**config.mk**
```make
export PLATFORM = sky130hd
export DESIGN_NAME = dma_page_addr_latch
export DESIGN_NICKNAME = d
export VERILOG_FILES = /design/src/rtl/dma_page_addr_latch.sv
export SDC_FILE = /design/constraint.sdc
export NUM_CORES = 1
export LEC_CHECK = 0
export BUFFER_PORTS_ARGS = -buffer_cell sky130_fd_sc_hd__buf_4
export CAP_MARGIN = 20
export CORE_AREA = 2 2 78 73
export CTS_BUF_LIST = sky130_fd_sc_hd__clkbuf_4 sky130_fd_sc_hd__clkbuf_8 sky130_fd_sc_hd__clkbuf_16
export DETAILED_ROUTE_END_ITERATION = 10
export DIE_AREA = 0 0 80 75
export PLACE_DENSITY = 0.55
export SLEW_MARGIN = 30
export SYNTH_ARGS = -nofsm -noshare
export SYNTH_HDL_FRONTEND = slang
export SYNTH_SLANG_ARGS = --single-unit
```
**constraint.sdc**
```tcl
create_clock -name clk -period 2 [get_ports clk]
set_clock_uncertainty 0.1 [all_clocks]
set_input_delay 0.4 -clock clk [delete_from_list [all_inputs] [get_ports clk]]
set_output_delay 0.4 -clock clk [all_outputs]
set_load 0.005 [all_outputs]
```
**src/rtl/dma_page_addr_latch.sv**
```systemverilog
// DMA page/address latch for the 8237: latches the high address byte, adds a per-channel
// page from a CPU-writable register file, and forms the 20-bit system address.
module dma_page_addr_latch #(
  parameter int unsigned PAGE_BITS       = 4,
  parameter bit          DACK_ACTIVE_LOW = 1'b1
) (
  input  logic                    clk,
  input  logic                    reset,
  input  logic                    io_cs_n,
  input  logic                    iow_n,
  input  logic                    ior_n,
  input  logic [1:0]              io_a,
  input  logic [7:0]              io_db_in,
  output logic [7:0]              io_db_out,
  output logic                    io_db_oe,
  input  logic [7:0]              dma_db,
  input  logic [7:0]              dma_a,
  input  logic                    adstb,
  input  logic                    aen,
  input  logic [3:0]              dack,
  output logic [16+PAGE_BITS-1:0] sys_addr,
  output logic                    sys_addr_oe,
  output logic                    dack_conflict
);

  localparam int unsigned NUM_CH = 4;
  localparam int unsigned CH_W   = 2;
  localparam int unsigned DB_W   = 8;

  logic [PAGE_BITS-1:0] page_q [NUM_CH];
  logic [DB_W-1:0]      hi_latch_q;
  logic [CH_W-1:0]      ch_hold_q;
  logic                 iow_prev_q;
  logic                 conflict_q;

  logic [CH_W-1:0]      io_ch;
  logic                 page_wr;
  logic [NUM_CH-1:0]    act;
  logic                 any_act;
  logic                 multi_act;
  logic [CH_W-1:0]      ch_sel;
  logic [DB_W-1:0]      hi;
  logic [PAGE_BITS-1:0] wr_page;

  // PC port order 0x80-0x83 maps to channels 0, 2, 3, 1
  always_comb begin
    io_ch = CH_W'(0);
    case (io_a)
      2'd0:    io_ch = CH_W'(0);
      2'd1:    io_ch = CH_W'(2);
      2'd2:    io_ch = CH_W'(3);
      default: io_ch = CH_W'(1);
    endcase
  end

  assign wr_page = io_db_in[PAGE_BITS-1:0];

  generate
    if (PAGE_BITS < DB_W) begin : g_unused_db
      logic unused_db_bits;
      assign unused_db_bits = ^io_db_in[DB_W-1:PAGE_BITS];
    end
  endgenerate

  // One write per falling edge of iow_n; the CPU cannot write while the DMA owns the bus
  assign page_wr = ~io_cs_n & ~iow_n & iow_prev_q & ~aen;

  // Readback path, forced to zero when not driving
  always_comb begin
    io_db_oe  = ~io_cs_n & ~ior_n & ~aen;
    io_db_out = '0;
    if (io_db_oe) begin
      io_db_out = DB_W'(page_q[io_ch]);
    end
  end

  // Acknowledge decode with lowest-index priority and multi-assert detection
  always_comb begin
    act       = DACK_ACTIVE_LOW ? ~dack : dack;
    any_act   = |act;
    multi_act = (act & (act - NUM_CH'(1))) != '0;
    ch_sel    = ch_hold_q;
    for (int i = NUM_CH - 1; i >= 0; i--) begin
      if (act[i]) begin
        ch_sel = CH_W'(i);
      end
    end
  end

  // Transparent high-byte latch: address is valid in the strobe cycle itself
  assign hi = adstb ? dma_db : hi_latch_q;

  assign sys_addr      = {page_q[ch_sel], hi, dma_a};
  assign sys_addr_oe   = aen;
  assign dack_conflict = conflict_q;

  always_ff @(posedge clk) begin
    if (reset) begin
      for (int i = 0; i < NUM_CH; i++) begin
        page_q[i] <= '0;
      end
      hi_latch_q <= '0;
      ch_hold_q  <= '0;
      iow_prev_q <= 1'b1;
      conflict_q <= 1'b0;
    end else begin
      iow_prev_q <= iow_n;
      if (page_wr) begin
        page_q[io_ch] <= wr_page;
      end
      if (adstb) begin
        hi_latch_q <= dma_db;
      end
      if (any_act) begin
        ch_hold_q <= ch_sel;
      end
      if (multi_act) begin
        conflict_q <= 1'b1;
      end
    end
  end

endmodule

```
==> flow_summary.toml, run 1 <==
[setup_path]
critPathBufInv = 2
arrival_ns = 1.66
critical-path-slowest-cell = "mux4_2"
cp-end-kind = "primary output"
max_stage_delay_ns = 0.53
crit_type = "primary input to primary output"
crit_path_start_kind = "primary input"
cp_top_family = "multiplexers"
cp_data_required_time_ns = 1.50
worstPathCellList = "buf_8 -> ha_4 -> nor2_4 -> mux4_2 -> and2_4 -> buf_6"
path_max_fanout = 5

[power_and_ir_drop]
switchingPower_w = 0.000270
p_leak_nw = 0.877
switching_share = 0.227
power_frac_seq = 0.541
internal_power_w = 0.000918
clkPwrFrac = 0.254
comb_power_share = 0.205
power_density_mw_per_mm2 = 576
vdd_drop_max_mv = 0.261

[place]
detailed_place.area_sq_mm = 0.00193
io_buffers = 43
dp_hpwl_microns = 2570
pre_cts_ws_ns = -0.243
place_congestion = 0.706

[sta]
post-route-min-period_ns = 2.16
final-setup-viol-count = 7
hold_viol = 0
rsz0062_at_grt = "true"
fin_ws_ns = -0.162
period_share = 1.08
slew_viol_final = 0
max_freq_ghz = 0.463
whs_ns = 0.227
relSlewSlack = 0.621
worst_pin_slew_ns = 0.565

[clock_network]
clkTransAtPathRegs_ns = 0.09
clkSinkCount = 28
clkLatencyLatePin_ns = 0.27
cts.htree.levels = 1
clockRootBuffer = "clkbuf_8"
cts_tree = "done"
numCtsBuffers = 3
clock_path_buffers = 2

[routing]
routed_via_density = 4.47
drc = 0
met2_length_microns = 1570
routed_wl_microns = 3140
routed.top_layer = "met4"
wl_met3_microns = 162
m1WireLength_microns = 1370
vias = 1037
dr.pass1.iters = 4
drt-initial-drc-count = 32
avgRoutedWirePerCell_microns = 13.5
drtAntennaViolNets = 0

[grt]
gr-usage-all-layers = 0.109
grt_overflow = 0
grt_max_degree = 16
antenna_found_initial = 0
grt_pass1_vias = 1083
grt_pass1_wl_microns = 4990

[floorplanning]
start_util = 0.294
core_area_sq_mm = 0.00513
die_h_microns = 75
io_pins = 68
die-area_sq_mm = 0.00600
rows = 25
die_x_microns = 80

[worst_hold_path]
hold_class = "primary input to flop"

[synthesis]
syn_area_sq_mm = 0.00151
ys_warn_count = 0
yosysTopAreaCellShare = 0.319
synth_cell_types = 27
postSynthCellCount = 119
yosysSeqAreaShare = 0.478
syn_avg_cell_area_sq_um = 12.7
post-synth-top-area-cell = "edfxtp_1"
synthTopCellsByArea = "edfxtp_1 32%, dfxtp_1 16%, and2_1 12%"
ys_ff_latch = 28

[finish]
drive_above_1_share = 0.570
final_area_sq_mm = 0.00206
fill_cells = 500
antenna_cells = 0
syn_to_final_growth_pct = 36.9
final_nets = 205

[status]
failed_checks = "setup timing"
run_status = "complete, but fails checks"

[flow_run]
drv_cap = 0
==> cells in the final DEF, fill, tap and decap left out <==
master and n:
nor2b_1 1, inv_1 2, nor2_4 2, conb_1 4
clkinv_1 1, maj3_1 1, dfxtp_1 11, clkbuf_8 3
and2_4 4, buf_8 2, nor4b_4 2, nand2_1 2
o31ai_1 1, a21oi_1 1, mux2_2 8, o21ai_1 1
nand3_1 1, dfxtp_2 1, ha_4 2, edfxtp_1 16
buf_6 10, buf_4 43, inv_2 1, a31oi_4 1
nor2_1 2, or4b_4 1, and3_1 1, inv_4 1
nand2_2 1, nor3_1 1, or2_2 4, mux4_2 8
and2_1 25
==> flip-flops by register name, summed over array words and instances (netlist names) <==
name	flops
page_q	16
hi_latch_q	8
ch_hold_q	2
dack_conflict	1
iow_prev_q	1
==> cells by family (layout without fill, tap and decap cells) <==
family                   after synthesis  count (layout)  share of synthesized area
AO/OA/AOI/OAI                          4               4                     0.0158
adder cells (fa/ha/maj)                3               3                     0.0233
buffers and inverters                 20              63                     0.0839
flip-flops                            28              28                      0.478
multiplexers                          16              16                      0.179
other                                  1               4                    0.00249
AND/OR/NAND/NOR                       47              47                      0.217
==> cells in the mapped netlist <==
| cell type | count |
|---|---|
| buf_4 | 13 |
| o21ai_0 | 1 |
| nor3_1 | 1 |
| nor2_4 | 1 |
| nor2_2 | 1 |
| dfxtp_1 | 12 |
| o31ai_1 | 1 |
| mux2_2 | 8 |
| and3_1 | 1 |
| maj3_1 | 1 |
| ha_1 | 2 |
| nand3_1 | 1 |
| a31oi_1 | 1 |
| inv_1 | 4 |
| nor2b_1 | 1 |
| or4b_4 | 1 |
| and2_1 | 29 |
| a21oi_1 | 1 |
| nand2_1 | 3 |
| conb_1 | 1 |
| mux4_2 | 8 |
| or2_2 | 4 |
| clkbuf_1 | 1 |
| nor2_1 | 2 |
| edfxtp_1 | 16 |
| buf_2 | 2 |
| nor4b_4 | 2 |
==> area by class of cell <==
type                            instances  area (sq um)  share of cell area
Multi-Input combinational cell         74           728               0.353
Timing Repair Buffer                   55           465               0.226
Inverter                                4          17.5             0.00850
Clock inverter                          1          3.75             0.00182
Sequential cell                        28           722               0.350
Tap cell                               67          83.8              0.0407
Clock buffer                            3          41.3              0.0200
==> worst reg2reg max path, cell delays in order (launching register included) <==
cell     delay (ns)
dfxtp_1        0.33
or4b_4         0.54
nor4b_4        0.29
or2_2          0.21
==> metrics by stage <==
step	util	total power, W	instances	TNS [ns]
6_report	0.402	0.00119	232	-0.903
3_3_place_gp	0.375	0.000873	228	-1.43
2_1_floorplan	-	0.000780	122	0
5_1_grt	0.402	0.00124	232	-1.44
3_5_place_dp	0.375	0.000880	228	-1.53
4_1_cts	0.396	0.00119	231	-1.08
==> power by group through the flow <==
stage	registers, W	clock network [W]	logic (W)
floorplan	0.000651	0	0.000130
global placement	0.000654	0	0.000219
detailed placement	0.000655	0	0.000224
CTS	0.000642	0.000309	0.000240
global route	0.000644	0.000337	0.000264
finish	0.000642	0.000302	0.000243
==> path summary, 6_finish.rpt <==
| path | start | cells after the start | to | slack [ns] |
|---|---|---|---|---|
| worst max register to register | iow_prev_q | 3 | page_q[2][1] | 0.26 |
| worst min-delay path | iow_n | 2 | iow_prev_q | 0.23 |
| worst min register to register | dack_conflict | 2 | dack_conflict | 0.40 |
| worst max-delay path | io_a[1] | 6 | io_db_out[2] | -0.16 |
==> repair_timing <==
item / 4_1_cts / 5_1_grt
buffers inserted: 0 / 1
endpoints found under the setup margin: 8 / 8
hold buffers: 0 / 0
gates resized for setup: 18 / 7
pin swaps: 4 / 4
==> per-layer routing <==
layer  vias up  track usage
met5         -            0
met4         0       0.0395
met3         8       0.0156
met2        37        0.197
met1       501        0.133
li1        491            -
Note: power is estimated with default switching activity, not from simulation.
==> inputs of run 2 (changes only) <==
CTS_BUF_LIST = sky130_fd_sc_hd__clkbuf_8   (was sky130_fd_sc_hd__clkbuf_4 sky130_fd_sc_hd__clkbuf_8 sky130_fd_sc_hd__clkbuf_16)
RECOVER_POWER = 25   (was not set)
==> run 2 against run 1 <==
Against the previous run: the run still ends with setup timing left; critical endpoint unchanged; via count decreased by 0.19%; highest routed layer unchanged; maximum frequency unchanged; largest power group unchanged; sequential share of layout area increased by 0.064 points; sequential power about the same.
==> flow_summary.toml, run 2 (synthesis gave the netlist of run 1 again) <==
[finish]
mostFrequentLayoutCells = "42 x buf_4, 25 x and2_1, 16 x edfxtp_1"
antenna_cells = 0
regMostFlops = "page_q"
final_common_cell = "buf_4"
syn_to_final_growth_pct = 36.6
postLayoutCoreUtil = 0.401
largestRegisters = "page_q x16, hi_latch_q x8, ch_hold_q x2"
final_nets = 205
largest_reg_flops = 16
drive_above_1_share = 0.564

[grt]
grt_pass1_wl_microns = 4990
grt_overflow = 0
gr-usage-all-layers = 0.109
antenna_found_initial = 0
grt_pass1_vias = 1083
grt_max_degree = 16

[routing]
drtAntennaViolNets = 0
avgRoutedWirePerCell_microns = 13.5
dr.pass1.iters = 4
drt-initial-drc-count = 32
routed_wl_microns = 3140
routed_via_density = 4.46
drc = 0
vias = 1035

[power_and_ir_drop]
power_frac_seq = 0.541
power_density_mw_per_mm2 = 576
vdd_drop_max_mv = 0.262
comb_power_share = 0.204
p_leak_nw = 0.873
clkPwrFrac = 0.255
internal_power_w = 0.000917
switching_share = 0.227
switchingPower_w = 0.000270

[setup_path]
cp-end-kind = "primary output"
r2r_slack_ns = 0.25
arrival_ns = 1.66
crit_type = "primary input to primary output"
crit_path_start_kind = "primary input"
r2r-end = "page_q[2][1]"
rr_worst_depth = 3
r2r-start = "iow_prev_q"
path_max_fanout = 5
cp_data_required_time_ns = 1.50

[sta]
final-setup-viol-count = 7
rsz0062_at_grt = "true"
whs_ns = 0.227
post-route-min-period_ns = 2.16
relSlewSlack = 0.553
slew_viol_final = 0
max_freq_ghz = 0.463
hold_viol = 0
period_share = 1.08
fin_ws_ns = -0.162
worst_pin_slew_ns = 0.671

[clock_network]
cts_tree = "done"
clock_path_buffers = 2
clkSinkCount = 28
hold_buffers = 0
numCtsBuffers = 3
clockRootBuffer = "clkbuf_8"
cts.htree.levels = 1
clkLatencyLatePin_ns = 0.27
clkTransAtPathRegs_ns = 0.09

[flow_run]
drv_cap = 0

[place]
dp_hpwl_microns = 2570
io_buffers = 43
place_congestion = 0.706

[worst_hold_path]
min_delay_path_depth = 2
hold_class = "primary input to flop"
whs_endpoint = "iow_prev_q"
worstHoldStart = "iow_n"

[floorplanning]
die_x_microns = 80
rows = 25
io_pins = 68
die-area_sq_mm = 0.00600
start_util = 0.294
core_area_sq_mm = 0.00513
die_h_microns = 75

[status]
failed_checks = "setup timing"
run_status = "complete, but fails checks"
## run 2: changes by cell type in the layout (fill, tap and decap cells not counted), sizes merged
| cell | change |
|---|---|
| buf | -1 |
| clkbuf | +1 |
## run 2: metrics by stage
step           instance area [sq um]  instances  setup WS [ns]  total power (W)  TNS (ns)
3_3_place_gp                    1930        228         -0.233         0.000873     -1.43
2_1_floorplan                   1540        122         0.0104         0.000780         0
4_1_cts                         2030        231         -0.206          0.00119     -1.08
5_1_grt                         2060        232         -0.218          0.00124     -1.44
3_5_place_dp                    1930        228         -0.243         0.000880     -1.53
6_report                        2060        232         -0.162          0.00119    -0.903
## run 2: power by group through the flow
stage	Sequential (W)	Combinational (W)	Clock [W]
2_1_floorplan	0.000651	0.000130	0
3_3_place_gp	0.000654	0.000219	0
3_5_place_dp	0.000655	0.000224	0
4_1_cts	0.000642	0.000240	0.000309
5_1_grt	0.000644	0.000263	0.000337
6_report	0.000642	0.000242	0.000302
## run 2: cell type report
cell class | instances | area, sq um
clock buffer | 3 | 41.3
timing repair buffer | 55 | 462
fill | 500 | 3070
tap | 67 | 83.8
inverter | 4 | 17.5
multi-input combinational | 74 | 728
clock inverter | 1 | 3.75
sequential | 28 | 722
## run 2: critical path: stages
cell	delay [ns]
buf_8	0.10
ha_4	0.15
nor2_4	0.20
mux4_2	0.53
and2_4	0.17
buf_6	0.10
## run 2: how the worst max path moves through the flow
| stage | start | endpoint | slack [ns] | depth (start not counted) |
|---|---|---|---|---|
| after global routing | io_a[1] | io_db_out[0] | -0.22 | 6 |
| after CTS | io_a[0] | io_db_out[2] | -0.21 | 7 |
| after floorplan | io_a[0] | io_db_out[0] | 0.01 | 5 |
| final | io_a[1] | io_db_out[2] | -0.16 | 6 |
| after global placement | io_a[1] | io_db_out[1] | -0.23 | 6 |
| after detailed placement | io_a[1] | io_db_out[1] | -0.24 | 6 |
## run 2: metal layers
layer / GRT usage / vias to the layer above / share of wire
met4: 0.0395 / 0 / 0.013
met2: 0.197 / 37 / 0.50
li1: - / 491 / -
met5: 0 / - / 0
met3: 0.0156 / 8 / 0.052
met1: 0.133 / 499 / 0.44
## run 2: timing repair
action	CTS	global route
setup endpoints to repair	8	8
endpoints found under the hold margin	0	0
gates cloned	0	0
pin swaps	4	4
resized for setup	18	7
setup buffers	0	1
